## src/rtl/fetch_unit_pkg.sv

```systemverilog
// Shared definitions for the instruction fetch unit: state encodings,
// reset/NOP constants and the buffered-instruction record.
package fetch_unit_pkg;

  localparam logic [1:0] ST_FETCH = 2'd0;
  localparam logic [1:0] ST_FLUSH = 2'd1;
  localparam logic [1:0] ST_HALT  = 2'd2;

  localparam logic [31:0] RESET_PC_DEFAULT = 32'h0000_0000;
  localparam logic [31:0] NOP              = 32'h0000_0013;

  typedef struct packed {
    logic [31:0] instr;
    logic [31:0] pc;
  } fifo_entry_t;

  function automatic logic [31:0] pc_plus4(input logic [31:0] pc);
    return pc + 32'd4;
  endfunction

endpackage

```

## src/rtl/fetch_fifo.sv

```systemverilog
// DEPTH-entry synchronous FIFO of {instr, pc} with first-word fall-through head
// and a flush that empties it in one cycle.
module fetch_fifo
  import fetch_unit_pkg::*;
#(
  parameter int unsigned DEPTH = 2,
  parameter int unsigned CNT_W = $clog2(DEPTH + 1)
) (
  input  logic             clk,
  input  logic             reset,
  input  logic             push,
  input  fifo_entry_t      push_data,
  input  logic             pop,
  input  logic             flush,
  output fifo_entry_t      head,
  output logic [CNT_W-1:0] count,
  output logic             empty,
  output logic             full
);

  localparam int unsigned PTR_W = (DEPTH > 1) ? $clog2(DEPTH) : 1;

  fifo_entry_t      mem_q [DEPTH];
  logic [PTR_W-1:0] wr_q, wr_d;
  logic [PTR_W-1:0] rd_q, rd_d;
  logic [CNT_W-1:0] count_q, count_d;
  logic             do_push, do_pop;

  function automatic logic [PTR_W-1:0] ptr_inc(input logic [PTR_W-1:0] p);
    return (p == PTR_W'(DEPTH - 1)) ? '0 : p + PTR_W'(1);
  endfunction

  assign empty = (count_q == '0);
  assign full  = (count_q == CNT_W'(DEPTH));
  assign count = count_q;
  assign head  = mem_q[rd_q];

  // A push into a full FIFO is only accepted when the head leaves in the same cycle.
  assign do_pop  = pop && !empty;
  assign do_push = push && (!full || do_pop);

  always_comb begin
    wr_d    = wr_q;
    rd_d    = rd_q;
    count_d = count_q;
    if (flush) begin
      wr_d    = '0;
      rd_d    = '0;
      count_d = '0;
    end else begin
      if (do_push) wr_d = ptr_inc(wr_q);
      if (do_pop)  rd_d = ptr_inc(rd_q);
      count_d = count_q + CNT_W'(do_push) - CNT_W'(do_pop);
    end
  end

  always_ff @(posedge clk) begin
    if (reset) begin
      wr_q    <= '0;
      rd_q    <= '0;
      count_q <= '0;
    end else begin
      wr_q    <= wr_d;
      rd_q    <= rd_d;
      count_q <= count_d;
    end
  end

  always_ff @(posedge clk) begin
    if (do_push && !flush) mem_q[wr_q] <= push_data;
  end

endmodule

```

## src/rtl/fetch_unit.sv

```systemverilog
// Instruction fetch unit: credit-limited request issue, in-order PC tracking,
// instruction buffering and redirect/flush/misalignment handling.
module fetch_unit
  import fetch_unit_pkg::*;
#(
  parameter logic [31:0] RESET_PC = RESET_PC_DEFAULT,
  parameter int unsigned DEPTH    = 2
) (
  input  logic        clk,
  input  logic        reset,
  output logic        imem_req_valid,
  input  logic        imem_req_ready,
  output logic [31:0] imem_addr,
  input  logic        imem_rsp_valid,
  input  logic [31:0] imem_rsp_data,
  input  logic        redirect,
  input  logic [31:0] redirect_pc,
  input  logic [31:0] imm_ext,
  output logic        instr_valid,
  input  logic        instr_ready,
  output logic [31:0] instr,
  output logic [31:0] instr_pc,
  output logic [31:0] instr_pc_plus4,
  output logic        fetch_misaligned
);

  localparam int unsigned      CNT_W   = $clog2(DEPTH + 1);
  localparam int unsigned      PTR_W   = (DEPTH > 1) ? $clog2(DEPTH) : 1;
  localparam logic [CNT_W:0]   DEPTH_C = (CNT_W + 1)'(DEPTH);

  logic [1:0]       state_q, state_d;
  logic [31:0]      pc_q, pc_d;
  logic [CNT_W-1:0] outstanding_q, outstanding_d;
  logic [CNT_W-1:0] stale_q, stale_d;
  logic             misaligned_q, misaligned_d;

  logic [31:0]      pcq_mem_q [DEPTH];
  logic [PTR_W-1:0] pcq_wr_q, pcq_wr_d;
  logic [PTR_W-1:0] pcq_rd_q, pcq_rd_d;
  logic             pcq_push;

  logic [31:0]      target;
  logic [CNT_W:0]   in_flight, remaining;
  logic             credit_ok, req_fire, rsp_live, rsp_stale, dec_fire, out_valid;

  fifo_entry_t      fifo_wdata, fifo_head;
  logic [CNT_W-1:0] fifo_count;
  logic             fifo_push, fifo_pop, fifo_flush, fifo_empty, fifo_full;

  function automatic logic [PTR_W-1:0] ptr_inc(input logic [PTR_W-1:0] p);
    return (p == PTR_W'(DEPTH - 1)) ? '0 : p + PTR_W'(1);
  endfunction

  fetch_fifo #(
    .DEPTH (DEPTH),
    .CNT_W (CNT_W)
  ) u_fifo (
    .clk       (clk),
    .reset     (reset),
    .push      (fifo_push),
    .push_data (fifo_wdata),
    .pop       (fifo_pop),
    .flush     (fifo_flush),
    .head      (fifo_head),
    .count     (fifo_count),
    .empty     (fifo_empty),
    .full      (fifo_full)
  );

  assign target    = redirect_pc + imm_ext;
  assign credit_ok = ({1'b0, outstanding_q} + {1'b0, fifo_count}) < DEPTH_C;

  assign imem_req_valid = !reset && !redirect && (state_q == ST_FETCH) && credit_ok && !fifo_full;
  assign imem_addr      = pc_q;
  assign req_fire       = imem_req_valid && imem_req_ready;

  // Responses drain stale credits first; live ones only exist with stale == 0.
  assign rsp_stale = imem_rsp_valid && (stale_q != '0);
  assign rsp_live  = imem_rsp_valid && (stale_q == '0) && (outstanding_q != '0);

  assign out_valid = !reset && !fifo_empty;
  assign dec_fire  = out_valid && instr_ready;

  assign in_flight = {1'b0, outstanding_q} + {1'b0, stale_q};
  assign remaining = in_flight - (CNT_W + 1)'(imem_rsp_valid && (in_flight != '0));

  assign fifo_wdata.instr = imem_rsp_data;
  assign fifo_wdata.pc    = pcq_mem_q[pcq_rd_q];

  always_comb begin
    state_d       = state_q;
    pc_d          = pc_q;
    outstanding_d = outstanding_q;
    stale_d       = stale_q;
    misaligned_d  = misaligned_q;
    pcq_wr_d      = pcq_wr_q;
    pcq_rd_d      = pcq_rd_q;
    pcq_push      = 1'b0;
    fifo_push     = 1'b0;
    fifo_pop      = 1'b0;
    fifo_flush    = 1'b0;

    if (redirect) begin
      // Every in-flight request, live or already stale, becomes a stale credit.
      fifo_flush    = 1'b1;
      pc_d          = target;
      outstanding_d = '0;
      stale_d       = CNT_W'(remaining);
      pcq_wr_d      = '0;
      pcq_rd_d      = '0;
      misaligned_d  = (target[1:0] != 2'b00);
      if (remaining != '0)   state_d = ST_FLUSH;
      else if (misaligned_d) state_d = ST_HALT;
      else                   state_d = ST_FETCH;
    end else begin
      if (req_fire) begin
        pc_d     = pc_q + 32'd4;
        pcq_push = 1'b1;
        pcq_wr_d = ptr_inc(pcq_wr_q);
      end
      if (rsp_live) begin
        fifo_push = 1'b1;
        pcq_rd_d  = ptr_inc(pcq_rd_q);
      end
      outstanding_d = outstanding_q + CNT_W'(req_fire) - CNT_W'(rsp_live);
      fifo_pop      = dec_fire;
      if (rsp_stale) stale_d = stale_q - CNT_W'(1);
      if ((state_q == ST_FLUSH) && (stale_d == '0))
        state_d = misaligned_q ? ST_HALT : ST_FETCH;
    end
  end

  always_ff @(posedge clk) begin
    if (reset) begin
      state_q       <= ST_FETCH;
      pc_q          <= RESET_PC;
      outstanding_q <= '0;
      stale_q       <= '0;
      misaligned_q  <= 1'b0;
      pcq_wr_q      <= '0;
      pcq_rd_q      <= '0;
    end else begin
      state_q       <= state_d;
      pc_q          <= pc_d;
      outstanding_q <= outstanding_d;
      stale_q       <= stale_d;
      misaligned_q  <= misaligned_d;
      pcq_wr_q      <= pcq_wr_d;
      pcq_rd_q      <= pcq_rd_d;
    end
  end

  always_ff @(posedge clk) begin
    if (pcq_push) pcq_mem_q[pcq_wr_q] <= pc_q;
  end

  assign instr_valid      = out_valid;
  assign instr            = out_valid ? fifo_head.instr : '0;
  assign instr_pc         = out_valid ? fifo_head.pc : '0;
  assign instr_pc_plus4   = out_valid ? pc_plus4(fifo_head.pc) : '0;
  assign fetch_misaligned = misaligned_q;

endmodule

```

## config.mk

```make
export PLATFORM = sky130hd
export DESIGN_NAME = fetch_unit
export DESIGN_NICKNAME = d
export VERILOG_FILES = /design/src/rtl/fetch_unit_pkg.sv /design/src/rtl/fetch_fifo.sv /design/src/rtl/fetch_unit.sv
export SDC_FILE = /design/constraint.sdc
export NUM_CORES = 1
export LEC_CHECK = 0
export CORE_MARGIN = 1
export CORE_UTILIZATION = 39
export DETAILED_ROUTE_END_ITERATION = 12
export HOLD_SLACK_MARGIN = 0.1
export PLACE_DENSITY_LB_ADDON = 0.08
export SLEW_MARGIN = 20
export SYNTH_ARGS = -nofsm -noshare
export SYNTH_HDL_FRONTEND = slang
export SYNTH_SLANG_ARGS = --single-unit
```

## constraint.sdc

```tcl
create_clock -name clk -period 14.3 [get_ports clk]
set_clock_uncertainty 0.1 [all_clocks]
set_input_delay 2.86 -clock clk [delete_from_list [all_inputs] [get_ports clk]]
set_output_delay 2.86 -clock clk [all_outputs]
set_load 0.05 [all_outputs]
```

==> results.ini <==
[floorplanning]
dieArea_um2 = 31600
coreArea_um2 = 30000
io_pins = 233
die_y_um = 178
start_util = 0.401
rows = 63
die_x_um = 178

[critical_path]
critPathMaxStageDelay_ns = 0.72
path_max_fanout = 91
worstSetupEndpoint = instr_pc_plus4[15]
r2r_cells = 12
end_kind = output port
criticalPathCategory = input pin to output port
rr_startpoint = u_fifo.count[0]
rrSetupSlack_ns = 11.16
worstPathCellList = clkdlybuf4s50_1 > buf_4 > inv_1 > o21ai_4 > buf_4 > inv_1 > and3_1 > clkdlybuf4s50_1
timing.rr.end = imem_addr[30]
cp_data_arrival_time_ns = 6.09
startpoint = reset
path_depth = 8
crit_required_ns = 11.34
start_kind = input pin
path_buf_inv = 6
cp_slowest_cell = clkdlybuf4s50_1
cp_top_family = buffers and inverters

[route]
drc = 0
first_pass_iters = 5
wl_met2_um = 11600
drt-met1-wl_um = 13200
met3_length_um = 1960
wl_per_cell_um = 16.5
top_layer_used = met4
vias_per_cell = 5.10
wl_um = 27400
ant_nets = 0
dr.first_iter.drc_count = 469
via_count = 8435

[finish]
layout-drive-gt1-share = 0.0878
antenna_cells = 0
fin_cells = 1654
nets = 1393
synthToLayoutAreaGrowth_pct = 28.3

[sta]
setup_viol = 0
worst_slew_pin_slew_ns = 0.909
relSlewSlack = 0.394
rsz0062_at_grt = no
tns_ns = 0
max_freq_ghz = 0.110
final_hold_viol_count = 0
slew_violations = 0
min_period_ns = 9.05
min_period_over_period = 0.633

[clock_tree]
ctsResizeCount = 0
clk_pin_slew_ns = 0.06
cts_tree = done
cts-root-buf = clkbuf_16
hold_buffers = 0
cts_setup_buffers = 0
numCtsBuffers = 25
h-tree-depth = 1
cts_buffer_depth = 3
clkSinkCount = 239
insertion_delay_ns = 0.51

[logic_synthesis]
syn_avg_cell_area_um2 = 11.8
ys_seq_area_frac = 0.557
synth_compound_area_frac = 0.0949
synth_area_um2 = 12000
synth_fp_nets = 1169
synth_cells = 1023
yosys_warnings = 0
synth-simple-area-share = 0.133
synth_edf_count = 192
synthXorXnorAreaFrac = 0.0560
async_flop_share = 0
synthAdderAreaFrac = 0.0476
ys_ff_latch = 239
synthDistinctLibCells = 75
synthMuxAreaShare = 0.0841
synth_top_family_by_area = simple AND/OR/NAND/NOR gates
synth-main-ff-cell = edfxtp_1

[placed_design]
port_buffers = 232
gp_congestion = 0.834
dpl.cell_count = 1610
dp_hpwl_um = 19500

[power]
p_leak_nw = 5.31
power_w = 0.00161
ir_worst_vdd_v = 0.0000900
power_density_nw_per_um2 = 104

[grt]
grt_pass1_wl_um = 43100
grt_pass1_vias = 8096
overflow = 0
grt_usage = 0.173
grt_max_degree = 92
antenna_found_initial = 0

[worst_hold_path]
hp-class = flop to flop

[flow_run]
maxCapViolCount = 0

[run_status]
run_status = finished, final reports clean

[layout by cell type (no fill, tap or decap), drive strengths merged, types with 6 or more instances in the layout]
| master | instances |
|---|---|
| and3 | 12 |
| nor3 | 18 |
| inv | 25 |
| xnor2 | 40 |
| dfxtp | 47 |
| edfxtp | 192 |
| buf | 9 |
| nand4 | 12 |
| a211oi | 26 |
| nand2 | 56 |
| mux2i | 64 |
| clkdlybuf4s50 | 231 |
| mux2 | 33 |
| clkbuf | 29 |
| nand2b | 10 |
| nand3 | 21 |
| nand3b | 7 |
| o21ai | 19 |
| and2 | 15 |
| xor2 | 37 |
| a2111oi | 6 |
| a21o | 13 |
| nor2 | 154 |
| a21oi | 50 |
| clkinv | 9 |
| ha | 41 |
| nor2b | 11 |
[cells in the mapped netlist (all sizes together) (2+ instances only)]
| cell type | number | area, µm² |
|---|---|---|
| a2111oi | 6 | 71.3 |
| a211oi | 26 | 200 |
| a21boi | 3 | 22.5 |
| a21o | 13 | 97.6 |
| a21oi | 50 | 262 |
| a221oi | 3 | 38.8 |
| a22oi | 2 | 15.0 |
| a311oi | 5 | 50.0 |
| a31o | 2 | 17.5 |
| a31oi | 5 | 31.3 |
| a32oi | 3 | 26.3 |
| a41oi | 2 | 17.5 |
| and2 | 15 | 96.3 |
| and3 | 12 | 77.6 |
| and4 | 2 | 17.5 |
| buf | 24 | 158 |
| clkbuf | 19 | 71.3 |
| dfxtp | 47 | 941 |
| edfxtp | 192 | 5770 |
| fa | 3 | 60.1 |
| ha | 41 | 513 |
| inv | 25 | 98.9 |
| mux2 | 33 | 372 |
| mux2i | 64 | 641 |
| nand2 | 56 | 220 |
| nand2b | 10 | 62.6 |
| nand3 | 21 | 105 |
| nand3b | 7 | 52.6 |
| nand4 | 12 | 75.1 |
| nand4b | 2 | 17.5 |
| nor2 | 154 | 599 |
| nor2b | 11 | 68.8 |
| nor3 | 18 | 100 |
| nor3b | 2 | 15.0 |
| nor4 | 5 | 46.3 |
| o211ai | 5 | 37.5 |
| o21ai | 19 | 95.1 |
| o21bai | 2 | 15.0 |
| o221ai | 2 | 17.5 |
| o22ai | 5 | 31.3 |
| or2 | 3 | 21.3 |
| or3 | 5 | 31.3 |
| xnor2 | 40 | 350 |
| xor2 | 37 | 324 |
[cell families (layout without fill, tap and decap cells)]
| family | count (synthesis) | after routing |
|---|---|---|
| muxes | 97 | 97 |
| adders and majority gates | 44 | 44 |
| and+or+nand+nor | 335 | 335 |
| AOI/OAI and AO/OA | 163 | 163 |
| DFF | 239 | 239 |
| buffers and inverters | 68 | 309 |
| xor gates and xnor gates | 77 | 77 |
[worst min path at each step]
stage / start / to / slack [ns] / depth (start not counted)
final: imem_addr[19] / pcq_mem_q[0][19] / 0.41 / 0
after global routing: imem_addr[19] / pcq_mem_q[0][19] / 0.42 / 0
after CTS: imem_addr[19] / pcq_mem_q[0][19] / 0.40 / 0
after detailed placement: imem_addr[19] / pcq_mem_q[1][19] / 0.39 / 0
after global placement: pcq_rd_q / flop / 0.38 / 2
after floorplan: pcq_rd_q / flop / 0.37 / 2
[sequential cells by signal, summed over array words and instances, names as in the netlist, named ones only]
name and cells:
u_fifo.count 2, state_q 2, stale_q 2, fetch_misaligned 1, u_fifo.wr_q 1, pcq_wr_q 1, outstanding_q 2, u_fifo.mem_q 128
pcq_rd_q 1, imem_addr 32, u_fifo.rd_q 1, pcq_mem_q 64
[where the power goes]
group	switching (W)	internal, W	total, W
registers	0.0000227	0.000771	0.000794
clock network	0.000256	0.000338	0.000594
logic	0.000126	0.0000968	0.000223
[cell type report]
type	instances	area (µm²)
multi-input combinational	716	5030
clock inverter	15	110
sequential	239	6710
inverter	25	98.8
fill	2694	14600
clock buffer	29	641
timing repair buffer	240	2380
tap	390	488
[routing by layer]
| metal | vias up | track usage |
|---|---|---|
| li1 | 4198 | - |
| met1 | 3914 | 0.244 |
| met2 | 281 | 0.266 |
| met3 | 42 | 0.0345 |
| met4 | 0 | 0.0524 |
| met5 | - | 0 |
[per-stage QoR]
step / utilization / area [µm²] / worst slack, ns / hold WS [ns]
finish: 0.515 / 15500 / 5.25 / 0.406
global route: 0.515 / 15500 / 5.06 / 0.420
CTS: 0.515 / 15500 / 5.20 / 0.402
detailed placement: 0.490 / 14700 / 5.20 / 0.390
global placement: 0.490 / 14700 / 5.28 / 0.384
floorplan: - / 12000 / 3.90 / 0.372
Power figures use the tool's default switching activity.
